===== config.mk =====
export PLATFORM = sky130hd
export DESIGN_NAME = ifetch_flat
export DESIGN_NICKNAME = d
export VERILOG_FILES = /design/src/rtl/ifetch_if.sv /design/src/rtl/ifetch.sv /design/src/flat_wrapper.sv
export SDC_FILE = /design/constraint.sdc
export NUM_CORES = 1
export LEC_CHECK = 0
export BUFFER_PORTS_ARGS = -buffer_cell sky130_fd_sc_hd__buf_4
export CAP_MARGIN = 10
export CORE_MARGIN = 3
export CORE_UTILIZATION = 35
export CTS_CLUSTER_SIZE = 20
export DETAILED_ROUTE_END_ITERATION = 16
export GPL_ROUTABILITY_DRIVEN = 0
export PLACE_DENSITY = 0.64
export SETUP_SLACK_MARGIN = 0.4
export SLEW_MARGIN = 10
export SYNTH_ARGS = -nofsm -noshare
export SYNTH_HDL_FRONTEND = slang
export SYNTH_SLANG_ARGS = --single-unit

===== constraint.sdc =====
create_clock -name clk -period 4.95 [get_ports clk]
set_input_delay 0.99 -clock clk [delete_from_list [all_inputs] [get_ports clk]]
set_output_delay 0.99 -clock clk [all_outputs]
set_load 0.1 [all_outputs]

===== src/rtl/ifetch_if.sv =====
// ---------------------------------------------------------------------------
// ifetch_if -- bundle of the instruction-fetch signals.
//
// Core side : pc_inc, br_sel, br_addr (into the fetch unit)
//             ir, ir_valid, pc, halted (out of the fetch unit)
// Memory    : mem_req, mem_addr (out of the fetch unit)
//             mem_ack, mem_data (into the fetch unit)
//
// master : the fetch unit (ifetch)
// slave  : the environment around it (core + instruction memory)
// ---------------------------------------------------------------------------
interface ifetch_if;
    logic        pc_inc;
    logic        br_sel;
    logic [15:0] br_addr;
    logic        mem_req;
    logic [15:0] mem_addr;
    logic        mem_ack;
    logic [31:0] mem_data;
    logic [31:0] ir;
    logic        ir_valid;
    logic [15:0] pc;
    logic        halted;

    modport master (
        input  pc_inc, br_sel, br_addr, mem_ack, mem_data,
        output mem_req, mem_addr, ir, ir_valid, pc, halted
    );

    modport slave (
        output pc_inc, br_sel, br_addr, mem_ack, mem_data,
        input  mem_req, mem_addr, ir, ir_valid, pc, halted
    );
endinterface


===== src/rtl/ifetch.sv =====
// ---------------------------------------------------------------------------
// ifetch -- instruction fetch unit for the sisc core.
//
// Fetches 32-bit instruction words from a memory with unbounded latency
// (req/ack handshake), presents them to the core in ir/pc/ir_valid, and
// follows sequential advance (pc_inc) or redirection (br_sel/br_addr).
// A word whose top nibble equals HALT_OP stops fetching until reset.
//
// Ports:
//   clk    rising-edge clock
//   rst_f  asynchronous active-high reset
//   bus    ifetch_if.master: pc_inc, br_sel, br_addr (in),
//          mem_req, mem_addr (out), mem_ack, mem_data (in),
//          ir, ir_valid, pc, halted (out)
//
// Parameters:
//   RESET_PC  address of the first instruction fetched after reset
//   HALT_OP   opcode in ir[31:28] that stops fetching
//
// Build option:
//   IFETCH_PREFETCH_EN  when defined, a one-entry prefetch buffer holds the
//                       word at pc+1 so pc_inc can be served without a
//                       memory round trip. Undefined: no buffer, mem_req is
//                       low while holding an instruction.
//
// All outputs come straight from registers.
// ---------------------------------------------------------------------------
module ifetch #(
    parameter logic [15:0] RESET_PC = 16'h0000,
    parameter logic [3:0]  HALT_OP  = 4'hF
) (
    input  logic      clk,
    input  logic      rst_f,
    ifetch_if.master  bus
);

    typedef enum logic [1:0] {
        IDLE = 2'd0,
        REQ  = 2'd1,
        HOLD = 2'd2,
        HALT = 2'd3
    } state_t;

    state_t      state_r,    state_s;
    logic [31:0] ir_r,       ir_s;
    logic [15:0] pc_r,       pc_s;
    logic        ir_valid_r, ir_valid_s;
    logic        mem_req_r,  mem_req_s;
    logic [15:0] mem_addr_r, mem_addr_s;
    logic        halted_r,   halted_s;
    // squash_r: the outstanding request must be discarded when it completes;
    // tgt_r holds the redirect address to request afterwards.
    logic        squash_r,   squash_s;
    logic [15:0] tgt_r,      tgt_s;

`ifdef IFETCH_PREFETCH_EN
    logic        pf_valid_r, pf_valid_s;
    logic [31:0] pf_data_r,  pf_data_s;
    logic        pf_hit_s;
    logic [31:0] pf_word_s;
`endif

    function automatic logic is_halt(input logic [31:0] word);
        return (word[31:28] == HALT_OP);
    endfunction

    // Next-state and next-output logic for the fetch FSM.
    always_comb begin
        state_s    = state_r;
        ir_s       = ir_r;
        pc_s       = pc_r;
        ir_valid_s = ir_valid_r;
        mem_req_s  = mem_req_r;
        mem_addr_s = mem_addr_r;
        halted_s   = halted_r;
        squash_s   = squash_r;
        tgt_s      = tgt_r;
`ifdef IFETCH_PREFETCH_EN
        pf_valid_s = pf_valid_r;
        pf_data_s  = pf_data_r;
        // The buffered word is either already stored or arriving right now.
        pf_hit_s   = pf_valid_r | (mem_req_r & bus.mem_ack);
        pf_word_s  = pf_valid_r ? pf_data_r : bus.mem_data;
`endif

        case (state_r)
            IDLE: begin
                mem_req_s  = 1'b1;
                mem_addr_s = RESET_PC;
                state_s    = REQ;
            end

            REQ: begin
                if (bus.mem_ack) begin
                    if (squash_r || bus.br_sel) begin
                        // Redirected fetch: drop the returned word and ask
                        // for the newest target. mem_req stays high.
                        if (bus.br_sel) begin
                            mem_addr_s = bus.br_addr;
                        end else begin
                            mem_addr_s = tgt_r;
                        end
                        squash_s = 1'b0;
                    end else begin
                        ir_s       = bus.mem_data;
                        pc_s       = mem_addr_r;
                        ir_valid_s = 1'b1;
                        if (is_halt(bus.mem_data)) begin
                            state_s   = HALT;
                            halted_s  = 1'b1;
                            mem_req_s = 1'b0;
                        end else begin
                            state_s = HOLD;
`ifdef IFETCH_PREFETCH_EN
                            mem_req_s  = 1'b1;
                            mem_addr_s = mem_addr_r + 16'd1;
                            pf_valid_s = 1'b0;
`else
                            mem_req_s  = 1'b0;
`endif
                        end
                    end
                end else if (bus.br_sel) begin
                    // Address must stay put until the memory answers, so
                    // only remember where to go next.
                    squash_s = 1'b1;
                    tgt_s    = bus.br_addr;
                end else begin
                    squash_s = squash_r;
                end
            end

            HOLD: begin
`ifdef IFETCH_PREFETCH_EN
                if (bus.br_sel) begin
                    pf_valid_s = 1'b0;
                    ir_valid_s = 1'b0;
                    mem_req_s  = 1'b1;
                    state_s    = REQ;
                    if (mem_req_r && !bus.mem_ack) begin
                        // Prefetch still in flight: squash it in REQ.
                        squash_s = 1'b1;
                        tgt_s    = bus.br_addr;
                    end else begin
                        mem_addr_s = bus.br_addr;
                    end
                end else if (bus.pc_inc && ir_valid_r) begin
                    if (pf_hit_s) begin
                        // Serve from the buffer; ir_valid never drops.
                        ir_s       = pf_word_s;
                        pc_s       = pc_r + 16'd1;
                        pf_valid_s = 1'b0;
                        if (is_halt(pf_word_s)) begin
                            state_s   = HALT;
                            halted_s  = 1'b1;
                            mem_req_s = 1'b0;
                        end else begin
                            mem_req_s  = 1'b1;
                            mem_addr_s = pc_r + 16'd2;
                        end
                    end else if (mem_req_r) begin
                        // The pc+1 request is already out; wait for it.
                        ir_valid_s = 1'b0;
                        state_s    = REQ;
                    end else begin
                        mem_req_s  = 1'b1;
                        mem_addr_s = pc_r + 16'd1;
                        ir_valid_s = 1'b0;
                        state_s    = REQ;
                    end
                end else begin
                    if (mem_req_r && bus.mem_ack) begin
                        pf_data_s  = bus.mem_data;
                        pf_valid_s = 1'b1;
                        mem_req_s  = 1'b0;
                    end else begin
                        pf_valid_s = pf_valid_r;
                    end
                end
`else
                if (bus.br_sel) begin
                    mem_req_s  = 1'b1;
                    mem_addr_s = bus.br_addr;
                    ir_valid_s = 1'b0;
                    state_s    = REQ;
                end else if (bus.pc_inc && ir_valid_r) begin
                    mem_req_s  = 1'b1;
                    mem_addr_s = pc_r + 16'd1;
                    ir_valid_s = 1'b0;
                    state_s    = REQ;
                end else begin
                    mem_req_s = 1'b0;
                end
`endif
            end

            HALT: begin
                halted_s  = 1'b1;
                mem_req_s = 1'b0;
            end

            default: begin
                state_s   = IDLE;
                mem_req_s = 1'b0;
            end
        endcase
    end

    // State and output registers; reset also abandons any open request.
    always_ff @(posedge clk or posedge rst_f) begin
        if (rst_f) begin
            state_r    <= IDLE;
            ir_r       <= 32'h0000_0000;
            pc_r       <= RESET_PC;
            ir_valid_r <= 1'b0;
            mem_req_r  <= 1'b0;
            mem_addr_r <= RESET_PC;
            halted_r   <= 1'b0;
            squash_r   <= 1'b0;
            tgt_r      <= RESET_PC;
`ifdef IFETCH_PREFETCH_EN
            pf_valid_r <= 1'b0;
            pf_data_r  <= 32'h0000_0000;
`endif
        end else begin
            state_r    <= state_s;
            ir_r       <= ir_s;
            pc_r       <= pc_s;
            ir_valid_r <= ir_valid_s;
            mem_req_r  <= mem_req_s;
            mem_addr_r <= mem_addr_s;
            halted_r   <= halted_s;
            squash_r   <= squash_s;
            tgt_r      <= tgt_s;
`ifdef IFETCH_PREFETCH_EN
            pf_valid_r <= pf_valid_s;
            pf_data_r  <= pf_data_s;
`endif
        end
    end

    assign bus.ir       = ir_r;
    assign bus.ir_valid = ir_valid_r;
    assign bus.pc       = pc_r;
    assign bus.halted   = halted_r;
    assign bus.mem_req  = mem_req_r;
    assign bus.mem_addr = mem_addr_r;

endmodule


===== src/flat_wrapper.sv =====
// flat-port wrapper written by rule: the top's interface ports become plain ports
module ifetch_flat 
#(
    parameter logic [15:0] RESET_PC = 16'h0000,
    parameter logic [3:0]  HALT_OP  = 4'hF
)
  (clk, rst_f, bus_pc_inc, bus_br_sel, bus_br_addr, bus_mem_ack, bus_mem_data, bus_mem_req, bus_mem_addr, bus_ir, bus_ir_valid, bus_pc, bus_halted);
  ifetch_if bus_i ();
  input  logic clk;
  input  logic rst_f;
  input wire logic [$bits(bus_i.pc_inc)-1:0] bus_pc_inc;
  input wire logic [$bits(bus_i.br_sel)-1:0] bus_br_sel;
  input wire logic [$bits(bus_i.br_addr)-1:0] bus_br_addr;
  input wire logic [$bits(bus_i.mem_ack)-1:0] bus_mem_ack;
  input wire logic [$bits(bus_i.mem_data)-1:0] bus_mem_data;
  output wire logic [$bits(bus_i.mem_req)-1:0] bus_mem_req;
  output wire logic [$bits(bus_i.mem_addr)-1:0] bus_mem_addr;
  output wire logic [$bits(bus_i.ir)-1:0] bus_ir;
  output wire logic [$bits(bus_i.ir_valid)-1:0] bus_ir_valid;
  output wire logic [$bits(bus_i.pc)-1:0] bus_pc;
  output wire logic [$bits(bus_i.halted)-1:0] bus_halted;
  assign bus_i.pc_inc = bus_pc_inc;
  assign bus_i.br_sel = bus_br_sel;
  assign bus_i.br_addr = bus_br_addr;
  assign bus_i.mem_ack = bus_mem_ack;
  assign bus_i.mem_data = bus_mem_data;
  assign bus_mem_req = bus_i.mem_req;
  assign bus_mem_addr = bus_i.mem_addr;
  assign bus_ir = bus_i.ir;
  assign bus_ir_valid = bus_i.ir_valid;
  assign bus_pc = bus_i.pc;
  assign bus_halted = bus_i.halted;
  ifetch #(.RESET_PC(RESET_PC), .HALT_OP(HALT_OP)) u_core (.clk(clk), .rst_f(rst_f), .bus(bus_i));
endmodule

==> results by group <==
Routing
  • Vias: ~3,000
  • Antenna Nets Post-Route: 0
  • Via/cell ratio: a little over 5
  • Drt pass-1 iters: 4
  • DRC viols: 0
  • WL final: 9440 um
  • Wire length per cell: 15.9 um
  • 1st-iter DRT viols: between 100 and 150

Setup path
  • Top delay family on crit path: simple AND/OR/NAND/NOR gates
  • CP Class: register to register
  • Worst path bufs/invs: 1
  • Crit path DAT: 3220 ps
  • CP endpoint kind: register
  • CP max FO: 52
  • Slowest CP cell: and3_2
  • Worst setup SP type: register
  • Max incr delay on CP: approximately 1200 ps
  • Critical Path, Cell by Cell: inv_1 > ha_1 > and3_2 > mux2_2
  • Worst EP required: between 5000 and 6000 ps

Logic synthesis
  • Yosys reg bits: 86
  • Main combinational cell family by area after synthesis: multiplexers
  • Synth Area in XOR/XNOR: roughly 2.4%
  • Register area share after synthesis: 53.1%
  • Syn Area/Cell: 12.0 um^2
  • Post-Syn Area: 0.00406 mm^2
  • Synth warnings: 0
  • Cell variety after synth: 44
  • Mapped Nets: between 300 and 400
  • Cells after synthesis: roughly 340
  • Synth Area in Adders: 1.23%
  • Mux contribution to synthesized area: 16.9%
  • Compound-Gate Fraction of Synth Area: 12.4%
  • Synth Area in Simple Gates: 10.4%

Run status
  • Status: completed

STA
  • Pins Over Slew Limit: 0
  • Count of final setup violators: 0
  • Clk_skew: approximately 7.3 ps
  • Least-Margin Pin Slew: 1150 ps
  • Rel. slew slack: 23.2%
  • Fmax: between 0.3 and 0.4 GHz
  • RSZ-0062 raised after global routing: no
  • Post-route setup TNS: 0 ps
  • Final worst path period share: between 60% and 70%
  • Post-layout min period: 3010 ps
  • Final Hold Viols: 0

Global route
  • First-pass GRT wire length: 15,300 um
  • Vias in the first global route: 3,102
  • Initial antenna violation count: 0
  • Largest net degree at the start of global routing: 60
  • GR Overflow Total: 0
  • GRT Util Overall: around 15%

Clock tree
  • Clock slew at reported path FFs: 60 ps
  • CTS tree: done
  • H-tree depth: 3
  • PostCTS Resize Cnt: 0
  • CTS Buf Count: 9
  • Clock buffer depth: 2
  • Setup Buffers After CTS: 0
  • CTS root buf: clkbuf_16
  • Num Clock Sinks: 86
  • Clk Latency, worst-skew pair: around 330 ps
  • Post-CTS Hold Fix Bufs: 0

Floorplanning
  • Initial core utilization: 36.6%
  • Die X: 114 um
  • Core ar.: 0.0111 mm^2
  • Die area: 0.0129 mm^2
  • Site Rows: 38
  • I/O pins: 120
  • Die height: ~110 um

Layout
  • Commonest non-fill, non-tap cell in the layout: buf_4
  • Most frequent cells in the layout: buf_4, dfrtp_1, mux2_2
  • P&R area growth vs syn: 31.3%
  • Ant. Diodes: 0
  • FILL cells: 1,020
  • Nets: 506
  • Share of post-route cells with drive strength above 1: 45.8%
  • Final core utilization: 48.1%

Place
  • # port buffers: approximately 120
  • Detailed Place HPWL: between 6000 and 7000 um

Job
  • Max Cap Violations: 0

Worst hold path
  • HP Class: register to register
==> path summary, 6_finish.rpt <==
path | depth (start not counted) | to | slack (ps) | from
min reg2reg | 1 | u_core.bus.halted | 480 | u_core.bus.halted
min | 1 | u_core.bus.halted | 480 | u_core.bus.halted
max reg2reg | 4 | u_core.bus.ir[9] | 1940 | u_core.state_r[1]
min in group asynchronous | 2 | u_core.bus.ir[22] | 870 | rst_f
max | 4 | u_core.bus.ir[9] | 1940 | u_core.state_r[1]
max in group asynchronous | 3 | u_core.tgt_r[14] | 3140 | rst_f
==> final cells by class <==
class | instances | area (um^2) | share of cell area, %
clock inverters | 6 | 70.1 | 1.32
clock buffers | 10 | 239 | 4.49
repair buffers | 120 | 901 | 16.9
flip-flops and latches | 86 | 2150 | 40.4
well taps | 140 | 175 | 3.29
inverters | 8 | 31.3 | 0.587
multi-input cells | 224 | 1760 | 33.0
==> cell usage after synthesis (all sizes together) <==
| cell | instances | area share (%) |
|---|---|---|
| nand2 | 43 | 4.0 |
| mux2 | 61 | 17 |
| dfrtp | 86 | 53 |
| nand3 | 5 | 0.62 |
| and3 | 1 | 0.15 |
| a311oi | 2 | 0.43 |
| a21boi | 5 | 0.93 |
| buf | 16 | 2.4 |
| o21ai | 9 | 1.1 |
| nor2b | 1 | 0.34 |
| a21oi | 2 | 0.25 |
| a31oi | 2 | 0.31 |
| o31ai | 2 | 0.37 |
| o22a | 1 | 0.22 |
| a211oi | 1 | 0.19 |
| o22ai | 10 | 1.5 |
| and2 | 1 | 0.15 |
| clkbuf | 5 | 0.46 |
| xor2 | 1 | 0.22 |
| a221oi | 6 | 1.7 |
| nor3 | 7 | 0.86 |
| ha | 4 | 1.2 |
| nand4 | 4 | 0.62 |
| xnor2 | 10 | 2.2 |
| a2111oi | 1 | 0.68 |
| o21a | 3 | 0.56 |
| nand3b | 10 | 1.9 |
| a21o | 2 | 0.37 |
| a221o | 1 | 0.25 |
| o211ai | 8 | 1.5 |
| nor2 | 10 | 0.93 |
| o41ai | 4 | 1.6 |
| o21bai | 1 | 0.19 |
| inv | 8 | 0.74 |
| a22o | 1 | 0.22 |
| or2 | 1 | 0.15 |
| nor4 | 4 | 0.62 |
==> registers in the layout, indices dropped and copies added, names as in the netlist <==
signal / cells
u_core.squash_r: 1
u_core.tgt_r: 16
u_core.bus.halted: 1
u_core.bus.ir: 32
u_core.state_r: 2
u_core.bus.mem_req: 1
u_core.bus.mem_addr: 16
u_core.bus.ir_valid: 1
u_core.bus.pc: 16
==> metal layers <==
| layer | part of all wire (%) | vias up | global-route usage [%] |
|---|---|---|---|
| li1 | - | 1458 | - |
| met1 | 45 | 1465 | 19.3 |
| met2 | 45 | 107 | 23.0 |
| met3 | 8.9 | 13 | 4.93 |
| met4 | 1.8 | 0 | 5.37 |
| met5 | 0 | - | 0 |
==> worst register-to-register path, stage by stage, from the launching register on <==
cell     delay, ps
dfrtp_1        410
inv_1           70
ha_1           830
and3_2        1150
mux2_2         440
==> logic make-up (layout without fill, tap and decap cells) <==
group | after synthesis | in the layout
mux | 61 | 61
compound gates | 61 | 61
xor+xnor | 11 | 11
simple gates | 87 | 87
flops | 86 | 86
buf+inv | 29 | 144
fa+ha+maj | 4 | 4
==> per-stage QoR <==
stage / worst slack (ps) / hold slack, ps / area [um^2] / cells
detailed placement: 1920 / 464 / 5020 / 578
CTS: 1920 / 490 / 5330 / 594
global placement: 2020 / 465 / 5020 / 578
global route: 1730 / 520 / 5330 / 594
floorplan: 1740 / 479 / 4060 / 339
finish: 1940 / 483 / 5330 / 594
Power is left out: the tool's default activity adds up to more than one toggle a clock period on the data nets, which glitch-free logic cannot reach.
